===== config.mk =====
export PLATFORM = sky130hd
export DESIGN_NAME = ifu_fetch
export DESIGN_NICKNAME = d
export VERILOG_FILES = /design/src/rtl/ifu_fetch.sv
export SDC_FILE = /design/constraint.sdc
export NUM_CORES = 1
export LEC_CHECK = 0
export BUFFER_PORTS_ARGS = -buffer_cell sky130_fd_sc_hd__buf_4
export CAP_MARGIN = 30
export CORE_MARGIN = 2
export CORE_UTILIZATION = 44
export CTS_CLUSTER_SIZE = 12
export DETAILED_ROUTE_END_ITERATION = 10
export PLACE_DENSITY = 0.76
export SKIP_CTS_REPAIR_TIMING = 1
export SLEW_MARGIN = 10
export SYNTH_ARGS = -nofsm -noshare
export SYNTH_HDL_FRONTEND = slang
export SYNTH_SLANG_ARGS = --single-unit

===== constraint.sdc =====
create_clock -name clk -period 2.1 [get_ports clk]
set_clock_uncertainty 0.1 [all_clocks]
set_input_delay 0.21 -clock clk [delete_from_list [all_inputs] [get_ports clk]]
set_output_delay 0.21 -clock clk [all_outputs]
set_load 0.01 [all_outputs]

===== src/rtl/ifu_fetch.sv =====
// ifu_fetch: instruction fetch unit feeding the RV32 decoder.
//   Holds the PC and issues one word read at a time on a valid/ready
//   request channel. The response channel is valid-only. The fetched word
//   is presented to decode, together with its PC, on a valid/ready handshake.
//   Execute can redirect fetch at any time; a fetch that is still in flight
//   at that point is drained and its data is dropped.
// Ports:
//   clk, rst_n                       clock, synchronous active-low reset
//   imem_req_valid/ready/addr        fetch request channel (addr = pc)
//   imem_rsp_valid/data              read response, one per accepted request
//   inst_valid/ready, inst, inst_pc  registered instruction to decoder
//   redirect_valid/pc                single-cycle control-flow change
//   fetch_err                        sticky misaligned-redirect flag
module ifu_fetch #(
  parameter int              XLEN     = 32,
  parameter logic [XLEN-1:0] RESET_PC = 32'h8000_0000
) (
  input  logic            clk,
  input  logic            rst_n,
  output logic            imem_req_valid,
  input  logic            imem_req_ready,
  output logic [XLEN-1:0] imem_req_addr,
  input  logic            imem_rsp_valid,
  input  logic [XLEN-1:0] imem_rsp_data,
  output logic            inst_valid,
  input  logic            inst_ready,
  output logic [XLEN-1:0] inst,
  output logic [XLEN-1:0] inst_pc,
  input  logic            redirect_valid,
  input  logic [XLEN-1:0] redirect_pc,
  output logic            fetch_err
);

  typedef enum logic [2:0] {S_REQ, S_WAIT, S_HOLD, S_DRAIN, S_ERR} state_t;

  state_t          state, state_nx;
  logic [XLEN-1:0] pc, pc_nx;
  logic            err_nx;
  logic            misal;
  logic            outstanding;

  assign misal          = (redirect_pc[1:0] != 2'b00);
  assign imem_req_valid = (state == S_REQ) && rst_n;
  assign imem_req_addr  = pc;

  // A request is still owed a response after this cycle: either it is being
  // accepted right now, or we are already waiting and nothing arrived.
  assign outstanding = ((state == S_REQ)   &&  imem_req_ready) ||
                       ((state == S_WAIT)  && !imem_rsp_valid) ||
                       ((state == S_DRAIN) && !imem_rsp_valid);

  always_comb begin
    state_nx = state;
    pc_nx    = pc;
    err_nx   = fetch_err;
    case (state)
      S_REQ:   if (imem_req_ready) state_nx = S_WAIT;
      S_WAIT:  if (imem_rsp_valid) state_nx = S_HOLD;
      S_HOLD:  if (inst_ready) begin
                 state_nx = S_REQ;
                 pc_nx    = pc + 32'd4;
               end
      // fetch_err set while draining means the pending target was
      // misaligned, so the drain ends in ERR rather than a new fetch.
      S_DRAIN: if (imem_rsp_valid) state_nx = fetch_err ? S_ERR : S_REQ;
      S_ERR:   state_nx = S_ERR;
      default: state_nx = S_REQ;
    endcase
    // Redirect overrides everything, including a same-cycle decode handshake.
    if (redirect_valid) begin
      pc_nx    = redirect_pc;
      err_nx   = misal;
      state_nx = outstanding ? S_DRAIN : (misal ? S_ERR : S_REQ);
    end
  end

  always_ff @(posedge clk) begin
    if (!rst_n) begin
      state      <= S_REQ;
      pc         <= RESET_PC;
      fetch_err  <= 1'b0;
      inst_valid <= 1'b0;
      inst       <= '0;
      inst_pc    <= '0;
    end else begin
      state      <= state_nx;
      pc         <= pc_nx;
      fetch_err  <= err_nx;
      inst_valid <= (state_nx == S_HOLD);
      if ((state == S_WAIT) && (state_nx == S_HOLD)) begin
        inst    <= imem_rsp_data;
        inst_pc <= pc;
      end
    end
  end

endmodule


==> flow_metrics.py, run 1 <==
metrics = {
    "routing": {
        "m1WireLength_microns": 5664,
        "dr.max_layer_used": "met4",
        "ant_nets": 0,
        "met2_length_microns": 6287,
        "drc": 0,
        "firstDrtPassIters": 5,
        "routed-wl-met3_microns": 700,
        "wl_per_cell_microns": 14.75,
        "vias_per_cell": 5.301,
        "drtIter0Drc": 234,
        "routed_wl_microns": 12920,
        "vias": 4644,
    },
    "worst_setup_path": {
        "timing_worst_setup_path_type": "reg2reg",
        "r2r-end": "imem_req_addr[14]",
        "r2r_slack_ns": 0.11,
        "r2r_cells": 6,
        "startpoint_type": "register",
        "cp.arrival_ns": 2.19,
        "reg2reg_from": "imem_req_addr[3]",
        "cp_max_fo": 8,
        "cp.required_ns": 2.30,
        "endpoint_kind": "register",
    },
    "sta": {
        "rsz0062_at_grt": "false",
        "period_needed_ns": 1.990,
        "finalSetupViolCount": 0,
        "tightest_slew_ns": 0.5047,
        "whs_ns": -0.005123,
        "slew_headroom": 0.6609,
        "slew_violations": 0,
        "finalHoldViolCount": 2,
        "worst_slack_ns": 0.1103,
        "min_period_over_period": 0.9475,
        "fmax_mhz": 502.6,
    },
    "yosys": {
        "synth.distinct_cells": 48,
        "async_flop_share": 0,
        "synth_flop_cell": "dfxtp_1",
        "synth_edf_count": 0,
        "synth_nets": 622,
        "synth_top_area_frac": 0.4473,
        "avgSynthCellArea_sq_um": 8.204,
        "syn_area_sq_um": 4521,
        "ys_seq_elements": 101,
        "seq_area_frac_synth": 0.4473,
        "yosysWarnings": 0,
        "synthCells": 551,
        "yosysTopAreaCell": "dfxtp_1",
        "synth_area_leaders": "dfxtp_1 (45%), nand2_1 (12%), a21boi_0 (11%)",
    },
    "global_routing": {
        "track_usage": 0.2277,
        "antenna_found_initial": 0,
        "grt_pass1_vias": 4387,
        "overflow": 0,
        "grt_pass1_wl_microns": 20710,
        "grt_max_degree": 65,
    },
    "clocking": {
        "clkTransAtPathRegs_ns": 0.10,
        "clock_path_buffers": 2,
        "cts_made_buffers": 9,
        "clock_latency_ns": 0.37,
        "h-tree-depth": 3,
        "root_buffer": "clkbuf_8",
        "clock-sinks": 101,
        "cts_tree": "built",
    },
    "hold_path": {
        "hold_path_depth": 3,
        "holdPathEnd": "inst[18]",
        "hold_start": "imem_rsp_data[18]",
        "hp-class": "in2reg",
    },
    "pwr": {
        "p_per_area_nw_per_um2": 604.6,
        "power.leakage_nw": 2.574,
        "ir_drop_uv": 431.1,
    },
    "cells_and_area": {
        "fillers": 860,
        "stdcell_area_sq_um": 6404,
        "syn2layout_area_growth_pct": 41.66,
        "finalNetCount": 806,
        "drive_above_1_share": 0.3149,
        "n_antenna_cell": 0,
    },
    "placed_design": {
        "placed_area_sq_um": 6107,
        "place_congestion": 0.8568,
        "portBuffers": 168,
        "dp_hpwl_microns": 9287,
        "pre_cts_slack_ns": -0.005723,
    },
    "floorplanning": {
        "die_w_microns": 105.4,
        "ioPinCount": 169,
        "die_y_microns": 105.4,
        "die_area_sq_um": 11100,
        "rows": 37,
        "start_util": 0.4459,
        "coreArea_sq_um": 10140,
    },
    "job": {
        "maxCapViolCount": 0,
    },
    "outcome": {
        "violations": "negative hold slack",
        "status": "finished with violations",
    },
}
==> worst max-delay path by stage <==
stage | startpoint | to | slack, ns | depth (start not counted)
final | imem_req_addr[3] | imem_req_addr[14] | 0.11 | 6
after global routing | imem_req_addr[3] | imem_req_addr[20] | 0.003 | 5
after CTS | imem_req_addr[3] | imem_req_addr[14] | -0.02 | 6
after detailed placement | imem_req_addr[3] | imem_req_addr[14] | -0.006 | 6
after global placement | state[2] | imem_req_addr[24] | 0.07 | 4
after floorplan | imem_req_addr[3] | imem_req_addr[14] | 0.01 | 7
==> per-stage QoR <==
| step | power (mW) | setup TNS [ns] | cells | util | hold slack (ns) |
|---|---|---|---|---|---|
| 2_1_floorplan | 2.352 | 0 | 551 | - | 0.2478 |
| 3_3_place_gp | 2.657 | 0 | 850 | 0.6024 | 0.3390 |
| 3_5_place_dp | 2.675 | -0.005723 | 850 | 0.6024 | 0.3399 |
| 4_1_cts | 3.892 | -0.02127 | 866 | 0.6214 | -0.04664 |
| 5_1_grt | 4.054 | 0 | 876 | 0.6316 | -0.0002923 |
| 6_report | 3.871 | 0 | 876 | 0.6316 | -0.005123 |
==> kinds of logic (layout without fill, tap and decap cells) <==
logic type	Yosys count	after routing	share of synthesized area
XOR/XNOR	8	8	0.01550
AND/OR/NAND/NOR	248	248	0.2701
adder cells (fa/ha/maj)	1	1	0.002767
multiplexers	2	2	0.004429
buffers and inverters	49	238	0.04345
AO/OA/AOI/OAI	142	142	0.2164
flip-flops	101	101	0.4473
==> layout by cell type (no fill, tap or decap), types with 3 or more instances in the layout <==
master / n
nand3_1: 11
dfxtp_1: 100
xnor2_1: 7
clkinvlp_4: 3
o21ai_0: 26
nand2b_1: 3
and2_1: 3
dlygate4sd3_1: 10
nor4_1: 6
inv_1: 4
nand4_1: 13
o31ai_1: 7
or4_1: 7
or3_1: 3
a211oi_1: 4
buf_4: 206
a31oi_1: 12
nor3b_1: 3
a21boi_0: 66
clkbuf_8: 9
nor2b_1: 4
nor3_1: 12
nor2_1: 7
o211a_1: 4
a21oi_1: 11
and3_1: 4
and4_1: 9
nand2_1: 149
==> flip-flops by register name, indices dropped and copies added, names as in the netlist <==
name and cells:
fetch_err 1, inst_valid 1, inst_pc 32, inst 32, imem_req_addr 32, state 3
==> metal layers <==
metal,up-vias,track usage
met5,-,0
met4,0,0.09524
met3,18,0.03711
met2,153,0.3774
met1,2171,0.2937
li1,2302,-
==> power by group <==
group,switching [mW],internal (mW),leakage (nW),total [mW]
Sequential,0.0669,1.99,0.824,2.05
Combinational,0.281,0.315,1.66,0.596
Clock,0.668,0.554,0.0858,1.22
==> Yosys cell counts, drive strengths merged (3+ instances only) <==
master	instances
nor3	12
nand3	11
and4	9
xnor2	7
inv	4
buf	4
nor3b	3
and3	4
dfxtp	101
a31oi	12
nor2	7
o31ai	7
nor4	7
o211a	4
or4	9
and2	3
a211oi	4
nand2b	3
a21oi	11
a21boi	66
or3	3
o21ai	26
clkbuf	41
nand2	149
nand4	14
nor2b	4
==> cell type report <==
type | count | area, sq um | area share
multi-input cells | 401 | 2316 | 0.3617
flip-flops and latches | 101 | 2023 | 0.3159
repair buffers | 218 | 1687 | 0.2634
well taps | 136 | 170.2 | 0.02657
clock buffers | 11 | 131.4 | 0.02052
clock inverters | 5 | 61.31 | 0.009574
inverters | 4 | 15.01 | 0.002345
==> critical path, cell delays in order, from the launching register on <==
cell and delay (ns):
dfxtp_1 0.35, ha_1 0.20, nand2_1 0.08, or4_4 0.49
buf_4 0.18, or3_1 0.34, a31oi_1 0.19
Power figures use the tool's default switching activity.
==> run 2, diff against run 1 <==
Settings changed: CELL_PAD_IN_SITES_DETAIL_PLACEMENT set to 0, CELL_PAD_IN_SITES_GLOBAL_PLACEMENT set to 2, CORE_UTILIZATION 44 to 25, PLACE_DENSITY 0.76 to 0.77.
==> flow_metrics.py, run 2 (synthesis gave the netlist of run 1 again) <==
metrics = {
    "outcome": {
        "status": "finished clean",
    },
    "pwr": {
        "p_per_area_nw_per_um2": 661.1,
        "ir_drop_uv": 431.3,
        "intPower_mw": 3.280,
        "power.switching_mw": 1.093,
        "pwr-share-clk": 0.392,
        "comb_power_share": 0.140,
        "power.leakage_nw": 2.647,
        "p_sw_frac": 0.2498,
        "power_frac_seq": 0.468,
    },
    "routing": {
        "drtIter0Drc": 170,
        "ant_nets": 0,
        "vias_per_cell": 4.751,
        "firstDrtPassIters": 4,
        "vias": 4604,
        "drc": 0,
        "routed_wl_microns": 14730,
        "wl_per_cell_microns": 15.20,
    },
    "cells_and_area": {
        "layout.cells.most_common": "buf_4",
        "syn2layout_area_growth_pct": 46.33,
        "fillers": 1888,
        "stdcell_area_sq_um": 6615,
        "final_cells": 969,
        "final_cell_mix": "buf_4 (215), nand2_1 (149), dfxtp_1 (100)",
        "drive_above_1_share": 0.3284,
        "finalNetCount": 807,
        "n_antenna_cell": 0,
    },
    "global_routing": {
        "grt_pass1_vias": 4515,
        "antenna_found_initial": 0,
        "overflow": 0,
        "grt_max_degree": 50,
        "grt_pass1_wl_microns": 23920,
        "track_usage": 0.1546,
    },
    "sta": {
        "whs_ns": 0.01254,
        "finalHoldViolCount": 0,
        "fmax_mhz": 508.3,
        "slew_headroom": 0.7087,
        "min_period_over_period": 0.9369,
        "worst_slack_ns": 0.1325,
        "slew_violations": 0,
        "period_needed_ns": 1.967,
        "tightest_slew_ns": 0.4369,
        "rsz0062_at_grt": "false",
        "finalSetupViolCount": 0,
    },
    "worst_setup_path": {
        "startpoint_type": "register",
        "timing_worst_setup_path_type": "reg2reg",
        "cp_slowest_cell": "or4_1",
        "endpoint_kind": "register",
        "cp.required_ns": 2.28,
        "path_delay_family": "simple AND/OR/NAND/NOR gates",
        "r2r_slack_ns": 0.13,
        "worst-path-buf-inv": 0,
        "max_stage_delay_ns": 0.53,
        "path_cells": "ha_1 > nand2_1 > or4_4 > or4_1 > a31oi_1",
        "cp.arrival_ns": 2.14,
        "cp_max_fo": 8,
    },
    "clocking": {
        "cts_made_buffers": 9,
        "clkTransAtPathRegs_ns": 0.07,
        "clock_path_buffers": 2,
        "clock_latency_ns": 0.35,
        "h-tree-depth": 3,
        "cts_tree": "built",
        "clock-sinks": 101,
        "root_buffer": "clkbuf_16",
    },
    "placed_design": {
        "placed_cells": 952,
        "portBuffers": 168,
        "placed_area_sq_um": 6291,
        "pre_cts_slack_ns": -0.007346,
        "place_congestion": 0.7904,
        "dp_hpwl_microns": 10730,
    },
    "floorplanning": {
        "coreArea_sq_um": 17840,
        "die_w_microns": 138.5,
        "rows": 49,
        "die_area_sq_um": 19170,
        "die_y_microns": 138.5,
        "ioPinCount": 169,
        "start_util": 0.2534,
    },
    "hold_path": {
        "hp-class": "in2reg",
    },
    "job": {
        "maxCapViolCount": 0,
    },
}
## run 2: cell count changes in the layout (fill, tap and decap cells not counted)
cell and change:
clkbuf_1 -2, clkinvlp_4 -2, clkbuf_16 +9, clkbuf_8 -7
clkinv_2 +2, buf_4 +9, dlygate4sd3_1 -8, clkinv_4 -1
## run 2: per-layer routing
layer  part of all wire  wire length (microns)  track usage  vias to the layer above
met5                  0                      0            0                        -
met4              0.014                    211      0.04995                        0
met3              0.055                    815      0.03810                       15
met2               0.45                   6618       0.2405                      124
met1               0.48                   7085       0.2112                     2157
li1                   -                      -            -                     2308
## run 2: final timing paths
check                                        from  depth (start not counted)                end
worst max register to register   imem_req_addr[3]                          5  imem_req_addr[18]
worst min-delay path            imem_rsp_data[22]                          3           inst[22]
worst min register to register            inst[1]                          2            inst[1]
worst max-delay path             imem_req_addr[3]                          5  imem_req_addr[18]
## run 2: power groups by stage
stage          logic, mW  clock network, mW  registers [mW]
2_1_floorplan      0.225                  0            2.13
3_3_place_gp       0.608                  0            2.09
3_5_place_dp       0.613                  0            2.09
4_1_cts            0.615               1.79            2.05
5_1_grt            0.669               1.86            2.06
6_report           0.611               1.72            2.05
## run 2: layout make-up
cell class | instances | area (sq um) | area share
Clock buffer | 11 | 252.7 | 0.03821
Clock inverter | 4 | 47.55 | 0.007187
Sequential cell | 101 | 2023 | 0.3058
Inverter | 4 | 15.01 | 0.002270
Multi-Input combinational cell | 401 | 2316 | 0.3501
Tap cell | 229 | 286.5 | 0.04331
Timing Repair Buffer | 219 | 1674 | 0.2531
## run 2: stage by stage
step / power (mW) / TNS, ns / util
floorplan: 2.352 / 0 / -
global placement: 2.697 / 0 / 0.3526
detailed placement: 2.705 / -0.008614 / 0.3526
CTS: 4.452 / -0.04804 / 0.3695
global route: 4.588 / 0 / 0.3708
finish: 4.373 / 0 / 0.3708
## run 2: tightest hold or removal path: stages
cell,delay (ns)
buf_4,0.11
nand2_1,0.04
a21boi_0,0.06
==> run 3, diff against run 2 <==
Settings changed: ABC_AREA set to 0, CELL_PAD_IN_SITES_DETAIL_PLACEMENT 0 to 1.
==> flow_metrics.py, run 3 (synthesis gave the netlist of run 1 again) <==
metrics = {
    "floorplanning": {
        "die_area_sq_um": 19170,
        "start_util": 0.2534,
        "rows": 49,
        "ioPinCount": 169,
        "die_y_microns": 138.5,
        "coreArea_sq_um": 17840,
        "die_w_microns": 138.5,
    },
    "routing": {
        "wl_per_cell_microns": 16.46,
        "routed_wl_microns": 15970,
        "firstDrtPassIters": 4,
        "vias": 4708,
        "drtIter0Drc": 117,
        "ant_nets": 0,
        "vias_per_cell": 4.854,
        "drc": 0,
    },
    "cells_and_area": {
        "post-route-util": 0.3723,
        "layout.cells.most_common": "buf_4",
        "finalNetCount": 807,
        "syn2layout_area_growth_pct": 46.94,
        "fillers": 2151,
        "final_cell_mix": "buf_4 (214), nand2_1 (148), dfxtp_1 (99)",
        "n_antenna_cell": 0,
        "drive_above_1_share": 0.3306,
        "final_cells": 970,
    },
    "sta": {
        "finalHoldViolCount": 0,
        "finalSetupViolCount": 0,
        "slew_headroom": 0.7023,
        "rsz0062_at_grt": "false",
        "fmax_mhz": 499.5,
        "tightest_slew_ns": 0.4466,
        "period_needed_ns": 2.002,
        "min_period_over_period": 0.9534,
        "worst_slack_ns": 0.09780,
        "slew_violations": 0,
    },
    "worst_setup_path": {
        "path_cells": "ha_4 > nand2_2 > or4_4 > or4_1 > a31oi_1",
        "endpoint_kind": "register",
        "startpoint_type": "register",
        "path_delay_family": "simple AND/OR/NAND/NOR gates",
        "worst-path-buf-inv": 0,
        "cp.arrival_ns": 2.18,
        "max_stage_delay_ns": 0.55,
        "cp_max_fo": 8,
        "cp.required_ns": 2.27,
        "cp_slowest_cell": "or4_4",
        "timing_worst_setup_path_type": "reg2reg",
    },
    "pwr": {
        "p_per_area_nw_per_um2": 668.2,
        "power.leakage_nw": 2.654,
        "ir_drop_uv": 377.0,
    },
    "global_routing": {
        "antenna_found_initial": 0,
        "overflow": 0,
        "track_usage": 0.1671,
        "grt_pass1_vias": 5019,
        "grt_max_degree": 50,
        "grt_pass1_wl_microns": 26130,
    },
    "clocking": {
        "cts_made_buffers": 9,
        "clock-sinks": 101,
        "h-tree-depth": 3,
        "root_buffer": "clkbuf_16",
        "clock_latency_ns": 0.35,
        "clock_path_buffers": 2,
        "clkTransAtPathRegs_ns": 0.07,
        "cts_tree": "built",
    },
    "placed_design": {
        "portBuffers": 168,
        "dp_hpwl_microns": 11830,
        "placed_cells": 952,
        "pre_cts_slack_ns": -0.02069,
        "place_congestion": 0.7904,
    },
    "hold_path": {
        "hp-class": "in2reg",
    },
    "outcome": {
        "status": "finished clean",
    },
    "job": {
        "maxCapViolCount": 0,
    },
}
## run 3: per-layer routing
metal,track usage,part of all wire,vias up,wire (microns)
met5,0,0,-,0
met4,0.03921,0.0094,0,150
met3,0.04399,0.055,10,877
met2,0.2822,0.48,119,7702
met1,0.2142,0.45,2267,7235
li1,-,-,2312,-
## run 3: power breakdown
| group | total, mW | switching [mW] | internal (mW) |
|---|---|---|---|
| Clock | 1.77 | 0.725 | 1.04 |
| Sequential | 2.05 | 0.0628 | 1.99 |
| Combinational | 0.623 | 0.307 | 0.316 |
## run 3: area by class of cell
class | instances | area [sq um] | area share
Multi-Input combinational cell | 401 | 2331 | 0.3509
Tap cell | 229 | 286.5 | 0.04313
Timing Repair Buffer | 219 | 1678 | 0.2526
Sequential cell | 101 | 2024 | 0.3048
Inverter | 4 | 15.01 | 0.002260
Clock buffer | 11 | 232.7 | 0.03503
Clock inverter | 5 | 75.07 | 0.01130
## run 3: per-stage QoR
stage	hold WS [ns]	cell area, sq um	total power, mW	TNS, ns
2_1_floorplan	0.2478	4522	2.352	0
3_3_place_gp	0.3396	6291	2.697	0
3_5_place_dp	0.3438	6291	2.715	-0.06660
4_1_cts	-0.02784	6599	4.516	-0.1816
5_1_grt	0.002931	6643	4.659	0
6_report	0.01775	6643	4.438	0
## run 3: worst min-delay path, stage by stage
cell and delay [ns]:
buf_4 0.10, nand2_1 0.04, a21boi_0 0.06
## run 3: path summary, 6_finish.rpt
path,from,endpoint,slack (ns),depth (start not counted)
setup / recovery,imem_req_addr[2],imem_req_addr[18],0.1,5
hold / removal,imem_rsp_data[12],inst[12],0.02,3
setup reg to reg,imem_req_addr[2],imem_req_addr[18],0.1,5
hold reg to reg,inst_pc[27],inst_pc[27],0.36,2
